### src/rtl/if_fetch_stage.sv
// Instruction-fetch stage: PC register, next-PC selection, IM request handshake,
// one-entry skid buffer and the IF/ID register. Optional perf counters via IF_PERF_CNT_EN.
module if_fetch_stage #(
    parameter logic [31:0] RESET_PC = 32'h0000_0000,
    parameter logic [31:0] NOP_WORD = 32'h0000_0000
) (
    input  logic        CLOCK,
    input  logic        RESET,
    input  logic        IF_inPCWRITE,
    input  logic        IF_inIFIDWRITE,
    input  logic        IF_inPCSRC,
    input  logic [31:0] IF_inBADDRESS,
    input  logic [1:0]  IF_inJUMP,
    input  logic [31:0] IF_inJUMPADDRESS,
    input  logic [1:0]  IF_inRJUMP,
    input  logic [31:0] IF_inRJUMPADDRESS,
    input  logic        IM_ACK,
    input  logic [31:0] IM_RDATA,
    output logic        IM_REQ,
    output logic [31:0] IM_ADDR,
    output logic [31:0] IFID_ORDER,
    output logic [31:0] IFID_PCADD4,
    output logic        IFID_VALID,
    output logic [31:0] IF_outPC,
    output logic [1:0]  IF_outSTATE
`ifdef IF_PERF_CNT_EN
    ,
    output logic [31:0] IF_outFETCHCNT,
    output logic [31:0] IF_outSTALLCNT
`endif
);

    typedef enum logic [1:0] {
        S_FETCH = 2'd0,
        S_HELD  = 2'd1,
        S_DRAIN = 2'd2
    } state_t;

    state_t      state_q, state_d;
    logic [31:0] pc_q, pc_d;
    logic [31:0] order_q, order_d;
    logic [31:0] pcadd4_q, pcadd4_d;
    logic        valid_q, valid_d;
    logic [31:0] skid_q, skid_d;
    logic        fetch_load;

    logic [31:0] pc_plus4;
    logic [31:0] target_raw;
    logic [31:0] target;
    logic        redirect;
    logic        advance;

    assign pc_plus4 = pc_q + 32'd4;
    assign advance  = IF_inPCWRITE & IF_inIFIDWRITE;
    assign redirect = IF_inPCWRITE &
                      ((IF_inRJUMP != 2'b00) | (IF_inJUMP != 2'b00) | IF_inPCSRC);

    // Register jump beats direct jump beats branch; targets are forced word aligned.
    always_comb begin
        target_raw = IF_inBADDRESS;
        if (IF_inRJUMP != 2'b00) begin
            target_raw = IF_inRJUMPADDRESS;
        end else if (IF_inJUMP != 2'b00) begin
            target_raw = IF_inJUMPADDRESS;
        end
    end
    assign target = {target_raw[31:2], 2'b00};

    always_comb begin
        state_d    = state_q;
        pc_d       = pc_q;
        order_d    = order_q;
        pcadd4_d   = pcadd4_q;
        valid_d    = valid_q;
        skid_d     = skid_q;
        fetch_load = 1'b0;
        case (state_q)
            S_FETCH: begin
                if (redirect) begin
                    pc_d     = target;
                    order_d  = NOP_WORD;
                    pcadd4_d = 32'd0;
                    valid_d  = 1'b0;
                    // A response arriving now belongs to the squashed path.
                    state_d  = IM_ACK ? S_FETCH : S_DRAIN;
                end else if (IM_ACK) begin
                    if (advance) begin
                        order_d    = IM_RDATA;
                        pcadd4_d   = pc_plus4;
                        valid_d    = 1'b1;
                        pc_d       = pc_plus4;
                        fetch_load = 1'b1;
                    end else begin
                        skid_d  = IM_RDATA;
                        state_d = S_HELD;
                    end
                end else if (IF_inIFIDWRITE) begin
                    order_d  = NOP_WORD;
                    pcadd4_d = 32'd0;
                    valid_d  = 1'b0;
                end
            end
            S_HELD: begin
                if (redirect) begin
                    pc_d     = target;
                    order_d  = NOP_WORD;
                    pcadd4_d = 32'd0;
                    valid_d  = 1'b0;
                    state_d  = S_FETCH;
                end else if (advance) begin
                    order_d    = skid_q;
                    pcadd4_d   = pc_plus4;
                    valid_d    = 1'b1;
                    pc_d       = pc_plus4;
                    fetch_load = 1'b1;
                    state_d    = S_FETCH;
                end
            end
            S_DRAIN: begin
                // IF/ID already holds a bubble; only the PC may move here.
                if (redirect) begin
                    pc_d = target;
                end
                if (IM_ACK) begin
                    state_d = S_FETCH;
                end
            end
            default: begin
                state_d = S_FETCH;
            end
        endcase
    end

    always_ff @(posedge CLOCK) begin
        if (!RESET) begin
            state_q  <= S_FETCH;
            pc_q     <= RESET_PC;
            order_q  <= NOP_WORD;
            pcadd4_q <= 32'd0;
            valid_q  <= 1'b0;
            skid_q   <= 32'd0;
        end else begin
            state_q  <= state_d;
            pc_q     <= pc_d;
            order_q  <= order_d;
            pcadd4_q <= pcadd4_d;
            valid_q  <= valid_d;
            skid_q   <= skid_d;
        end
    end

`ifdef IF_PERF_CNT_EN
    logic [31:0] fetch_cnt_q, stall_cnt_q;

    always_ff @(posedge CLOCK) begin
        if (!RESET) begin
            fetch_cnt_q <= 32'd0;
            stall_cnt_q <= 32'd0;
        end else begin
            if (fetch_load) begin
                fetch_cnt_q <= fetch_cnt_q + 32'd1;
            end
            if (!IF_inIFIDWRITE) begin
                stall_cnt_q <= stall_cnt_q + 32'd1;
            end
        end
    end

    assign IF_outFETCHCNT = fetch_cnt_q;
    assign IF_outSTALLCNT = stall_cnt_q;
`else
    logic unused_fetch_load;
    assign unused_fetch_load = fetch_load;
`endif

    // Request is gated by reset directly so nothing goes out during the reset cycle.
    assign IM_REQ      = RESET & (state_q == S_FETCH);
    assign IM_ADDR     = pc_q;
    assign IFID_ORDER  = order_q;
    assign IFID_PCADD4 = pcadd4_q;
    assign IFID_VALID  = valid_q;
    assign IF_outPC    = pc_q;
    assign IF_outSTATE = state_q;

endmodule

### config.mk
export PLATFORM = sky130hd
export DESIGN_NAME = if_fetch_stage
export DESIGN_NICKNAME = d
export VERILOG_FILES = /design/src/rtl/if_fetch_stage.sv
export SDC_FILE = /design/constraint.sdc
export NUM_CORES = 1
export LEC_CHECK = 0
export CORE_UTILIZATION = 45
export DETAILED_ROUTE_END_ITERATION = 10
export PLACE_DENSITY = 0.91
export SLEW_MARGIN = 40
export SYNTH_ARGS = -nofsm -noshare
export SYNTH_HDL_FRONTEND = slang
export SYNTH_SLANG_ARGS = --single-unit
### constraint.sdc
create_clock -name CLOCK -period 6.4 [get_ports CLOCK]
set_input_delay 1.6 -clock CLOCK [delete_from_list [all_inputs] [get_ports CLOCK]]
set_output_delay 1.6 -clock CLOCK [all_outputs]
set_load 0.05 [all_outputs]
**After elaboration in Yosys (flattened, before gate mapping)**

Cells that the tools add are included.

- Bitwise gates (word level): 7
- Eq/ne operators: 9
- Mux-type cells: 34
- Reductions and logical operators: 10
- $add $sub $neg: 1

Operators with widths:

| kind | number |
|---|---|
| two-way mux 32 bit | 17 |
| one-hot mux 32 bit (2 select lines) | 2 |
| one-hot mux 32 bit (3 select lines) | 1 |
| adder 32 x 3 -> 32 bit (second input constant) | 1 |
| two-way mux 2 bit | 7 |
| AND reduction 4 bit | 3 |
| inequality test 3 bit (second input constant) | 3 |
| inequality test 4 bit (second input constant) | 2 |
| one-hot mux 2 bit (3 select lines) | 1 |
| nonzero test 2 bit | 3 |
| two-way mux 1 bit | 5 |
| inequality test 2 bit (second input constant) | 2 |
| AND 1 bit | 3 |
| AND reduction 3 bit | 1 |
| nonzero test 3 bit | 1 |
| == test 2 x 1 -> 1 bit (second input constant) | 1 |
| == test 2 bit (second input constant) | 1 |
| zero test 2 bit | 1 |
| inverter 1 bit | 2 |
| OR 1 bit | 2 |
| one-hot mux 1 bit (2 select lines) | 1 |
| AND reduction 2 bit | 1 |

- Output and inout bits: 132
- Input port bits: 138
- Word-level logic and storage cells: 67
- Bits in registers: 131

**Longest topological paths before layout**

Gate-level depths: netlist of run 1.

- Word-level depth: 6
- Depth in mapped cells: 7
- Gate-level depth less buffers: 6

**Worst setup path before layout of run 1**

Ideal clock, no wire load.

- Path type: input-to-output
- Start point: input port RESET
- End point: output port IM_REQ
- Path buffers: 1
- Data required time: 4800 ps
- Setup slack: 1883 ps
- Cell stages on the path: 3
- Data arrival time: 2917 ps
- Cell sequence: inv_1 > clkbuf_1 > nor3_1

- Word-level cells in the longest chain between the ends: 1

RTL lines:

| item | line | text |
|---|---|---|
| start: declaration | 8 | `input logic RESET,` |
| AND 1 bit | 177 | `assign IM_REQ = RESET & (state_q == S_FETCH);` |
| end: declaration | 19 | `output logic IM_REQ,` |

Every way passes these cells.

**Final worst setup path of run 1**

- Start point: input port IF_inRJUMP[1]
- End point: register pcadd4_q[8] (netlist: IFID_PCADD4[8])

- Word-level cells in the longest chain between the ends: 6
- Elaborated cells between the ends (all ways): 9
- Classes of those cells: 1 x eq/ne; 3 x mux; 3 x bitwise; 2 x reduce/logical

RTL lines:

| item | line | text |
|---|---|---|
| start: declaration | 15 | `input logic [1:0] IF_inRJUMP,` |
| nonzero test 2 bit * | 56 | `((IF_inRJUMP != 2'b00) \| (IF_inJUMP != 2'b00) \| IF_inPCSRC);` |
| OR 1 bit * (2 in series) | 56 |  |
| AND 1 bit * | 55 | `assign redirect = IF_inPCWRITE &` |
| inequality test 4 bit (no line), or another cell as far along | n/a |  |
| AND reduction 2 bit (no line) / one-hot mux 32 bit (2 select lines) (equally long branches) | n/a |  |
| end signal: assignment | 146 | `pcadd4_q <= pcadd4_d;` |
| end: declaration | 42 | `logic [31:0] pcadd4_q, pcadd4_d;` |

Every way passes the cells marked *; elsewhere a longest branch is shown, timed or not.
A chain may end at the register's enable or synchronous reset.

==> impl_metrics.env, run 1 <==
export IMPL_run_status="finished, final reports clean"
export IMPL_netlist_area_before_placement_um2=6970
export IMPL_worstRegToRegCells=5
export IMPL_data_arrival_critical_path_ns=4.46
export IMPL_worstPathMaxFanout=25
export IMPL_floorplan_core_area_um2=15100
export IMPL_fin_crit_sh_pct=64.6
export IMPL_timing_critical_path_to_type="register"
export IMPL_post_drt_wl_per_cell_um=18.7
export IMPL_layout_cells_most_common_list="258 x clkdlybuf4s50_1, 195 x nand2_1, 129 x dfxtp_1"
export IMPL_initial_antenna_violation_count=0
export IMPL_number_of_unique_standard_cell_types_used_by_synthesis=53
export IMPL_clkSlewWorstSetupHoldPaths_ns=0.06
export IMPL_via_per_inst=5.84
export IMPL_crit_path_top_delay_cell="o21ai_4"
export IMPL_hold_violations=0
export IMPL_cts_tree="built"
export IMPL_max_clock_path_buffers=2
export IMPL_synth_top_cells_by_area="dfxtp_1 37%, nand2_1 11%, a21oi_1 7.0%, mux2i_1 4.9%, buf_4 3.9%"
export IMPL_grt_overflow=0
export IMPL_final_fill_count=1214
export IMPL_htree_levels=4
export IMPL_ys_ff_latch=129
export IMPL_regToRegSetupSlack_ns=3.85
export IMPL_finClkSkew_ns=0.00812
export IMPL_setup_viol=0
export IMPL_leakage_uw=0.00344
export IMPL_timing_critical_path_buf_inv=1
export IMPL_r2r_end="IFID_PCADD4[21]$_SDFFE_PN0P_"
export IMPL_groute_usage_overall_pct=29.8
export IMPL_floorplan_die_area_um2=16000
export IMPL_share_of_async_settable_or_async_resettable_flops_after_synthesis_pct=0
export IMPL_top_level_ports=270
export IMPL_portBuffers=259
export IMPL_clock_sinks=129
export IMPL_final_design_area_no_fill_um2=10000
export IMPL_timing_critical_path_from_type="input port"
export IMPL_path_cells="clkdlybuf4s50_1, or4_4, o21ai_4, a21o_1, nand2_1, a211oi_1"
export IMPL_cp_required_ns=6.72
export IMPL_cp_top_family="compound AO/OA/AOI/OAI gates"
export IMPL_max_freq_ghz=0.242
export IMPL_synth_ff_type="dfxtp_1"
export IMPL_vias=7609
export IMPL_max_slew_margin_pct=39.7
export IMPL_rsz0062_at_grt="false"
export IMPL_rows=45
export IMPL_hold_path_cell_count=2
export IMPL_slowest_delay_ns=0.67
export IMPL_drive_above_1_share_pct=6.01
export IMPL_flow_area_growth_from_synthesis_pct=44.1
export IMPL_die_x_um=126
export IMPL_end_point_of_the_most_critical_hold_path="skid_q[12]$_SDFFE_PN0P_"
export IMPL_number_of_buffers_added_by_the_clock_tree_synthesis_step=17
export IMPL_postCtsHoldBufs=0
export IMPL_cts_repair_resized=0
export IMPL_drt_pass1_iterations=6
export IMPL_postSynthAreaPerCell_um2=7.62
export IMPL_first_iter_violations=733
export IMPL_clock_root_buffer="clkbuf_16"
export IMPL_power_density_nw_per_um2=247
export IMPL_timing_hold_worst_start="skid_q[12]$_SDFFE_PN0P_"
export IMPL_dp_hpwl_um=16700
export IMPL_synthCells=914
export IMPL_criticalPathCategory="in -> reg"
export IMPL_drt_antenna_violating_nets=0
export IMPL_regToRegStartpoint="IF_outPC[8]$_SDFFE_PN0P_"
export IMPL_seqCellArea_um2=2580
export IMPL_antennaDiodeCount=0
export IMPL_finalWirelength_um=24300
export IMPL_synth_warnings=0
export IMPL_mostFrequentLayoutCell="clkdlybuf4s50_1"
export IMPL_route_detailed_drc=0
export IMPL_synth_sequential_area_ratio_pct=37.1
export IMPL_final_tns_setup_ns=0
export IMPL_synth_largest_type_area_fraction_pct=37.1
export IMPL_clk_insertion_delay_late_ns=0.42
export IMPL_grt_pass1_wl_um=37200
export IMPL_timing_max_transition_violations_final=0
export IMPL_nNetsFinal=1241
export IMPL_gp_congestion=0.903
export IMPL_layout_min_cycle_time_ns=4.13
export IMPL_hp_class="reg -> reg"
export IMPL_post_cts_repair_setup_buffers=0
export IMPL_multi_input_comb_area_um2=3810
export IMPL_yosysTopAreaCell="dfxtp_1"
export IMPL_die_h_um=126
export IMPL_largest_net_degree_at_the_start_of_global_routing=76
export IMPL_drv_cap=0
export IMPL_first_global_vias=6958
export IMPL_worst_slew_pin_transition_ns=0.896
export IMPL_synth_edff_count=0
export IMPL_area_after_dpl_um2=9380
export IMPL_vdd_drop_max_uv=201
export IMPL_floorplan_initialDensity_pct=46.0
[layout make-up]
type | instances | area share, %
multi-input cells | 668 | 38.0
clock buffers | 19 | 4.51
flip-flops and latches | 129 | 25.7
clock inverters | 12 | 1.82
repair buffers | 276 | 27.3
well taps | 188 | 2.34
inverters | 10 | 0.374
[per-stage QoR]
step                      instances  hold WS [ns]  setup slack (ns)  utilization [%]  power [uW]
after floorplan                 917         0.437              1.88                -        1240
after global placement         1269         0.441              1.84             61.8        1430
after CTS                      1301         0.454              2.27             66.1        2480
final                          1302         0.455              2.27             66.3        2480
after global routing           1302         0.469              2.12             66.3        2560
after detailed placement       1270         0.447              1.84             61.9        1440
[worst register-to-register path, delay by kind of cell (launching register included)]
| family | cells | cell delay [ns] |
|---|---|---|
| simple gates | 3 | 1.44 |
| flops | 1 | 0.54 |
| xor+xnor | 1 | 0.33 |
| compound gates | 1 | 0.10 |
[kinds of logic (layout without fill, tap and decap cells)]
family                   after synthesis  after routing  share of synthesized area, %
AND/OR/NAND/NOR                      351            351                          21.8
AO/OA/AOI/OAI                        251            251                          23.6
flip-flops                           129            129                          37.1
buffers and inverters                120            317                          9.00
multiplexers                          34             34                          4.88
XOR/XNOR                              27             27                          3.39
adder cells (fa/ha/maj)                1              1                         0.180
other                                  1              4                        0.0538
[how the worst max path moves through the flow]
stage	from	endpoint	slack (ns)	cells after the start
after floorplan	RESET	IM_REQ	1.88	3
after global placement	IF_inRJUMP[1]	IFID_PCADD4[28]$_SDFFE_PN0P_	1.84	5
after detailed placement	IF_inRJUMP[1]	IFID_PCADD4[8]$_SDFFE_PN0P_	1.84	6
after CTS	RESET	IM_REQ	2.27	4
after global routing	IF_inRJUMP[1]	IFID_PCADD4[16]$_SDFFE_PN0P_	2.12	6
final	IF_inRJUMP[1]	IFID_PCADD4[8]$_SDFFE_PN0P_	2.27	6
[metal layers]
metal,vias up,share of wire (%),track usage (%)
met4,0,2.8,12.8
met3,58,8.8,7.47
li1,3574,-,-
met5,-,0,0
met1,3538,41,37.6
met2,439,47,48.1
[Yosys cell counts, types with 6 or more instances]
library cell    n
dfxtp_1       129
mux2i_1        34
xor2_1         13
a31oi_1         8
buf_2          26
buf_4          36
inv_1          10
o31a_1          6
nor2_1         67
nand2_1       195
nand4_1        10
and3_1          8
o21ai_0        44
a21oi_1        97
o22ai_1        11
a211oi_1       13
o2bb2ai_1      13
clkbuf_1       41
o21a_1          7
nand3_1        42
a221oi_1       15
a221o_1        13
xnor2_1        14
[state kept, by name, indices dropped and copies added, names as in the netlist]
| name | cells |
|---|---|
| IFID_ORDER | 32 |
| IFID_PCADD4 | 32 |
| IF_outPC | 30 |
| IF_outSTATE | 2 |
| IFID_VALID | 1 |
| skid_q | 32 |
[where the power goes]
part | total [uW] | internal (uW) | switching [uW]
logic | 548 | 216 | 332
clock network | 1050 | 672 | 373
registers | 885 | 838 | 46.6
total | 2480 | 1730 | 752
No activity file was read; power rests on OpenSTA's default activity.
==> run 2: changes to the inputs <==
==> constraint.sdc (replaced) <==
create_clock -name CLOCK -period 4.14 [get_ports CLOCK]
set_input_delay 1.035 -clock CLOCK [delete_from_list [all_inputs] [get_ports CLOCK]]
set_output_delay 1.035 -clock CLOCK [all_outputs]
set_load 0.05 [all_outputs]
==> run 2 against run 1 <==
Against the previous run:
- hold slack worse by 0.0023 ns
- utilization is 0.30 points higher
- clock power is 48% higher
- die area stayed put
- register-to-register slack worse by 2.3 ns
- routed wire length is 0.35% higher
- final area is 0.45% higher
- first-iteration DRC count is 11% higher
==> impl_metrics.env, run 2 (synthesis results as in run 1) <==
export IMPL_r2r_end="IFID_PCADD4[21]$_SDFFE_PN0P_"
export IMPL_drt_pass1_iterations=5
export IMPL_post_cts_repair_setup_buffers=0
export IMPL_postCtsHoldBufs=0
export IMPL_post_drt_wl_per_cell_um=18.6
export IMPL_use_met1_pct=37.8
export IMPL_leakage_uw=0.00347
export IMPL_largest_net_degree_at_the_start_of_global_routing=76
export IMPL_number_of_buffers_added_by_the_clock_tree_synthesis_step=17
export IMPL_clock_sinks=129
export IMPL_dp_hpwl_um=17300
export IMPL_p_sw_share_pct=30.7
export IMPL_p_seq_share_pct=36.3
export IMPL_vias=7576
export IMPL_layout_cells_most_common_list="258 x clkdlybuf4s50_1, 195 x nand2_1, 129 x dfxtp_1"
export IMPL_run_status="finished, final reports clean"
export IMPL_antennaDiodeCount=0
export IMPL_cts_repair_resized=0
export IMPL_groute_layer_met2_usage_pct=49.3
export IMPL_die_x_um=126
export IMPL_max_slew_margin_pct=43.3
export IMPL_netSwitchingPower_uw=1160
export IMPL_groute_layer_met3_usage_pct=7.09
export IMPL_numPlacedInstances=1277
export IMPL_first_iter_violations=816
export IMPL_drt_antenna_violating_nets=0
export IMPL_portBuffers=259
export IMPL_finalNonFillerCells=1309
export IMPL_htree_levels=4
export IMPL_nNetsFinal=1247
export IMPL_finalWirelength_um=24400
export IMPL_pwr_share_clk_pct=41.0
export IMPL_flow_area_growth_from_synthesis_pct=44.7
export IMPL_final_design_area_no_fill_um2=10100
export IMPL_rows=45
export IMPL_initial_antenna_violation_count=0
export IMPL_final_tns_setup_ns=0
export IMPL_gp_congestion=0.900
export IMPL_timing_critical_path_from_type="input port"
export IMPL_finClkSkew_ns=0.00998
export IMPL_area_after_dpl_um2=9470
export IMPL_rsz0062_at_grt="false"
export IMPL_critical_path_startpoint="RESET"
export IMPL_first_global_vias=7209
export IMPL_worst_slew_pin_transition_ns=0.843
export IMPL_criticalPathCategory="in -> out"
export IMPL_power_density_nw_per_um2=374
export IMPL_floorplan_die_area_um2=16000
export IMPL_route_detailed_drc=0
export IMPL_clock_root_buffer="clkbuf_16"
export IMPL_max_freq_ghz=0.320
export IMPL_timing_critical_path_to_type="output port"
export IMPL_regToRegSetupSlack_ns=1.60
export IMPL_floorplan_core_area_um2=15100
export IMPL_vdd_drop_max_uv=321
export IMPL_setup_viol=0
export IMPL_mostFrequentLayoutCell="clkdlybuf4s50_1"
export IMPL_combPwrFrac_pct=22.7
export IMPL_top_level_ports=270
export IMPL_clkSlewWorstSetupHoldPaths_ns=0.05
export IMPL_clk_insertion_delay_late_ns=0.42
export IMPL_floorplan_initialDensity_pct=46.0
export IMPL_hold_path_cell_count=2
export IMPL_regToRegStartpoint="IF_outPC[8]$_SDFFE_PN0P_"
export IMPL_cell_internal_pwr_uw=2610
export IMPL_grt_overflow=0
export IMPL_hold_violations=0
export IMPL_max_clock_path_buffers=2
export IMPL_drv_cap=0
export IMPL_grt_pass1_wl_um=37800
export IMPL_cp_required_ns=3.11
export IMPL_cts_tree="built"
export IMPL_worstPathMaxFanout=2
export IMPL_groute_usage_overall_pct=30.1
export IMPL_die_h_um=126
export IMPL_drive_above_1_share_pct=6.33
export IMPL_data_arrival_critical_path_ns=2.09
export IMPL_via_per_inst=5.79
export IMPL_fin_worst_hold_slack_ns=0.452
export IMPL_hp_class="reg -> reg"
export IMPL_layout_core_utilization_pct=66.6
export IMPL_worstRegToRegCells=5
export IMPL_grt_busiest_layer="met2"
export IMPL_timing_max_transition_violations_final=0
export IMPL_fin_crit_sh_pct=75.5
export IMPL_timing_critical_path_to="IM_REQ"
export IMPL_layout_min_cycle_time_ns=3.13
run 2: cell count changes in the layout (fill, tap and decap cells not counted):
cell        change
clkinv_4        -2
clkinv_2        +2
nor2_2          -1
clkinvlp_4      +2
a21o_2          -1
bufinv_16       -1
buf_4           +5
nor2_1          +1
buf_8           -1
a21o_1          +1
buf_16          +2
o2111ai_1       +1
o2111ai_2       -1
run 2: metrics by stage:
step           setup WS (ns)  power [uW]
5_1_grt                0.932        3900
4_1_cts                 1.01        3780
3_5_place_dp           0.663        2240
2_1_floorplan          0.753        1910
3_3_place_gp           0.734        2220
6_report                1.01        3770
run 2: layout make-up:
class                      count  area, um2
inverter                      10       37.5
fill                        1214       5060
clock inverter                13        160
sequential                   129       2580
clock buffer                  19        453
multi-input combinational    668       3800
timing repair buffer         282       2820
tap                          188        235
run 2: worst max-delay path, cell delays in order:
cell and delay (ns):
clkdlybuf4s50_1 0.50, inv_2 0.05, nor3_1 0.31, buf_12 0.20
run 2: power by group through the flow:
stage,clock network [uW],logic [uW],registers (uW)
2_1_floorplan,0,412,1500
3_3_place_gp,0,828,1390
3_5_place_dp,0,848,1390
4_1_cts,1560,853,1360
5_1_grt,1620,902,1370
6_report,1550,857,1370
run 2: routing by layer:
layer	vias to the layer above	wire length, um
li1	3571	-
met1	3538	10100
met2	399	11400
met3	68	2060
met4	0	815
met5	-	0
run 2: how the worst min path moves through the flow:
stage / from / to / slack, ns
after floorplan: skid_q[0]$_SDFFE_PN0P_ / skid_q[0]$_SDFFE_PN0P_ / 0.44
after global placement: skid_q[20]$_SDFFE_PN0P_ / skid_q[20]$_SDFFE_PN0P_ / 0.44
after detailed placement: IFID_ORDER[28]$_SDFFE_PN0P_ / IFID_ORDER[28]$_SDFFE_PN0P_ / 0.45
after CTS: IFID_ORDER[28]$_SDFFE_PN0P_ / IFID_ORDER[28]$_SDFFE_PN0P_ / 0.45
after global routing: IFID_ORDER[28]$_SDFFE_PN0P_ / IFID_ORDER[28]$_SDFFE_PN0P_ / 0.47
final: IFID_ORDER[28]$_SDFFE_PN0P_ / IFID_ORDER[28]$_SDFFE_PN0P_ / 0.45
==> run 3: changes to the inputs <==
==> constraint.sdc (replaced) <==
create_clock -name CLOCK -period 2.9 [get_ports CLOCK]
set_input_delay 0.725 -clock CLOCK [delete_from_list [all_inputs] [get_ports CLOCK]]
set_output_delay 0.725 -clock CLOCK [all_outputs]
set_load 0.05 [all_outputs]
==> run 3 against run 2 <==
Against the previous run:
- utilization grew 1.3 points
- sequential cell count is the same
- via count is 1.5% higher
- routed wire length grew 2.2%
- power rose by 40%
- combinational power grew 49%
- cell count up 1.5%
- die area stayed put
- critical path type is now in -> reg
- largest power group unchanged
==> impl_metrics.env, run 3 (synthesis results as in run 1) <==
export IMPL_dp_hpwl_um=17600
export IMPL_hp_class="reg -> reg"
export IMPL_power_density_nw_per_um2=512
export IMPL_initial_antenna_violation_count=0
export IMPL_netSwitchingPower_uw=1710
export IMPL_final_design_area_no_fill_um2=10300
export IMPL_drt_pass1_iterations=6
export IMPL_max_clock_path_buffers=2
export IMPL_vias=7688
export IMPL_layout_cells_most_common_list="258 x clkdlybuf4s50_1, 195 x nand2_1, 129 x dfxtp_1"
export IMPL_p_sw_share_pct=32.4
export IMPL_fin_crit_sh_pct=91.3
export IMPL_slowest_delay_ns=0.74
export IMPL_end_point_of_the_most_critical_hold_path="skid_q[20]$_SDFFE_PN0P_"
export IMPL_area_after_dpl_um2=9720
export IMPL_worst_slew_pin_transition_ns=0.845
export IMPL_data_arrival_critical_path_ns=2.97
export IMPL_via_per_inst=5.78
export IMPL_hold_path_cell_count=2
export IMPL_grt_overflow=0
export IMPL_finalNonFillerCells=1329
export IMPL_pwr_share_clk_pct=38.7
export IMPL_post_drt_wl_per_cell_um=18.7
export IMPL_floorplan_initialDensity_pct=46.0
export IMPL_hold_violations=0
export IMPL_finalWirelength_um=24900
export IMPL_floorplan_core_area_um2=15100
export IMPL_p_seq_share_pct=37.0
export IMPL_max_slew_margin_pct=43.7
export IMPL_route_detailed_drc=0
export IMPL_postCtsHoldBufs=0
export IMPL_gp_congestion=0.915
export IMPL_antennaDiodeCount=0
export IMPL_clk_insertion_delay_late_ns=0.42
export IMPL_cp_top_family="compound AO/OA/AOI/OAI gates"
export IMPL_met2_length_um=11500
export IMPL_setup_viol=0
export IMPL_detail_route_met3_wl_um=2450
export IMPL_top_level_ports=270
export IMPL_clock_root_buffer="clkbuf_16"
export IMPL_vdd_drop_max_uv=421
export IMPL_regToRegSetupSlack_ns=0.46
export IMPL_drt_antenna_violating_nets=0
export IMPL_nNetsFinal=1267
export IMPL_first_iter_violations=733
export IMPL_path_cells="clkdlybuf4s50_1, or4_4, o21bai_1, a221oi_2, buf_12, o21ai_0, a32o_1"
export IMPL_number_of_buffers_added_by_the_clock_tree_synthesis_step=17
export IMPL_rows=45
export IMPL_fin_worst_hold_slack_ns=0.454
export IMPL_criticalPathCategory="in -> reg"
export IMPL_portBuffers=259
export IMPL_wire_length_on_met1_um=10100
export IMPL_floorplan_die_area_um2=16000
export IMPL_worstRegToRegCells=6
export IMPL_timing_critical_path_buf_inv=2
export IMPL_drive_above_1_share_pct=7.98
export IMPL_layout_core_utilization_pct=67.9
export IMPL_clkSlewWorstSetupHoldPaths_ns=0.06
export IMPL_die_x_um=126
export IMPL_flow_area_growth_from_synthesis_pct=47.6
export IMPL_timing_critical_path_to_type="register"
export IMPL_finalWorstSetupSlack_ns=0.252
export IMPL_cts_tree="built"
export IMPL_mostFrequentLayoutCell="clkdlybuf4s50_1"
export IMPL_rsz0062_at_grt="false"
export IMPL_layout_min_cycle_time_ns=2.65
export IMPL_largest_net_degree_at_the_start_of_global_routing=39
export IMPL_drv_cap=0
export IMPL_r2r_end="IF_outPC[28]$_SDFFE_PN0P_"
export IMPL_run_status="finished, final reports clean"
export IMPL_worstPathMaxFanout=8
export IMPL_place_worst_setup_slack_ns=-0.150
export IMPL_cell_internal_pwr_uw=3560
export IMPL_grt_pass1_wl_um=38600
export IMPL_cp_required_ns=3.22
export IMPL_max_freq_ghz=0.378
export IMPL_first_global_vias=7266
export IMPL_numPlacedInstances=1297
export IMPL_timing_critical_path_from_type="input port"
export IMPL_die_h_um=126
export IMPL_groute_usage_overall_pct=30.8
export IMPL_timing_max_transition_violations_final=0
export IMPL_post_cts_repair_setup_buffers=0
export IMPL_clock_sinks=129
export IMPL_cts_repair_resized=0
export IMPL_finClkSkew_ns=0.00959
export IMPL_combPwrFrac_pct=24.2
export IMPL_regToRegStartpoint="IF_outPC[2]$_SDFFE_PN0P_"
export IMPL_timing_hold_worst_start="skid_q[20]$_SDFFE_PN0P_"
export IMPL_route_top_layer_used="met4"
export IMPL_crit_path_top_delay_cell="a221oi_2"
export IMPL_leakage_uw=0.00357
export IMPL_htree_levels=4
## run 3: how the worst max path moves through the flow
stage	startpoint	endpoint	slack, ns	cells past startpoint
floorplan	RESET	IM_REQ	0.13	3
global placement	IF_inRJUMP[1]	IF_outPC[22]$_SDFFE_PN0P_	-0.08	6
detailed placement	IF_inRJUMP[1]	IFID_PCADD4[2]$_SDFFE_PN0P_	-0.15	8
CTS	IF_inRJUMP[1]	IFID_PCADD4[2]$_SDFFE_PN0P_	0.28	8
global route	IF_inRJUMP[1]	IF_outPC[22]$_SDFFE_PN0P_	0.20	6
finish	IF_inRJUMP[1]	IF_outPC[11]$_SDFFE_PN0P_	0.25	7
## run 3: through the flow
| step | TNS [ns] | power [uW] |
|---|---|---|
| after CTS | 0 | 5260 |
| after global routing | 0 | 5430 |
| final | 0 | 5260 |
| after floorplan | 0 | 2730 |
| after detailed placement | -3.46 | 3240 |
| after global placement | -0.981 | 3220 |
## run 3: worst reg2reg max path, stage by stage (launching register included)
cell     delay (ns)
dfxtp_1        0.55
ha_1           0.40
nand3_1        0.24
nor2_1         0.48
nand3_1        0.26
o31a_1         0.30
o22ai_1        0.14
## run 3: cell type report
type	instances	area [um2]
clock buffer	17	425
clock inverter	15	141
fill	1164	4860
inverter	10	37.5
multi-input combinational	668	3800
sequential	129	2580
tap	188	235
timing repair buffer	302	3060
## run 3: power by group through the flow
stage          sequential, uW  combinational [uW]  clock [uW]
6_report                 1950                1280        2040
5_1_grt                  1960                1340        2130
4_1_cts                  1950                1270        2050
3_5_place_dp             1980                1260           0
3_3_place_gp             1980                1240           0
2_1_floorplan            2140                 588           0
## run 3: routing by layer
metal,up-vias,global-route usage (%)
li1,3626,-
met2,415,49.4
met4,0,14.3
met1,3574,38.0
met3,73,9.11
met5,-,0
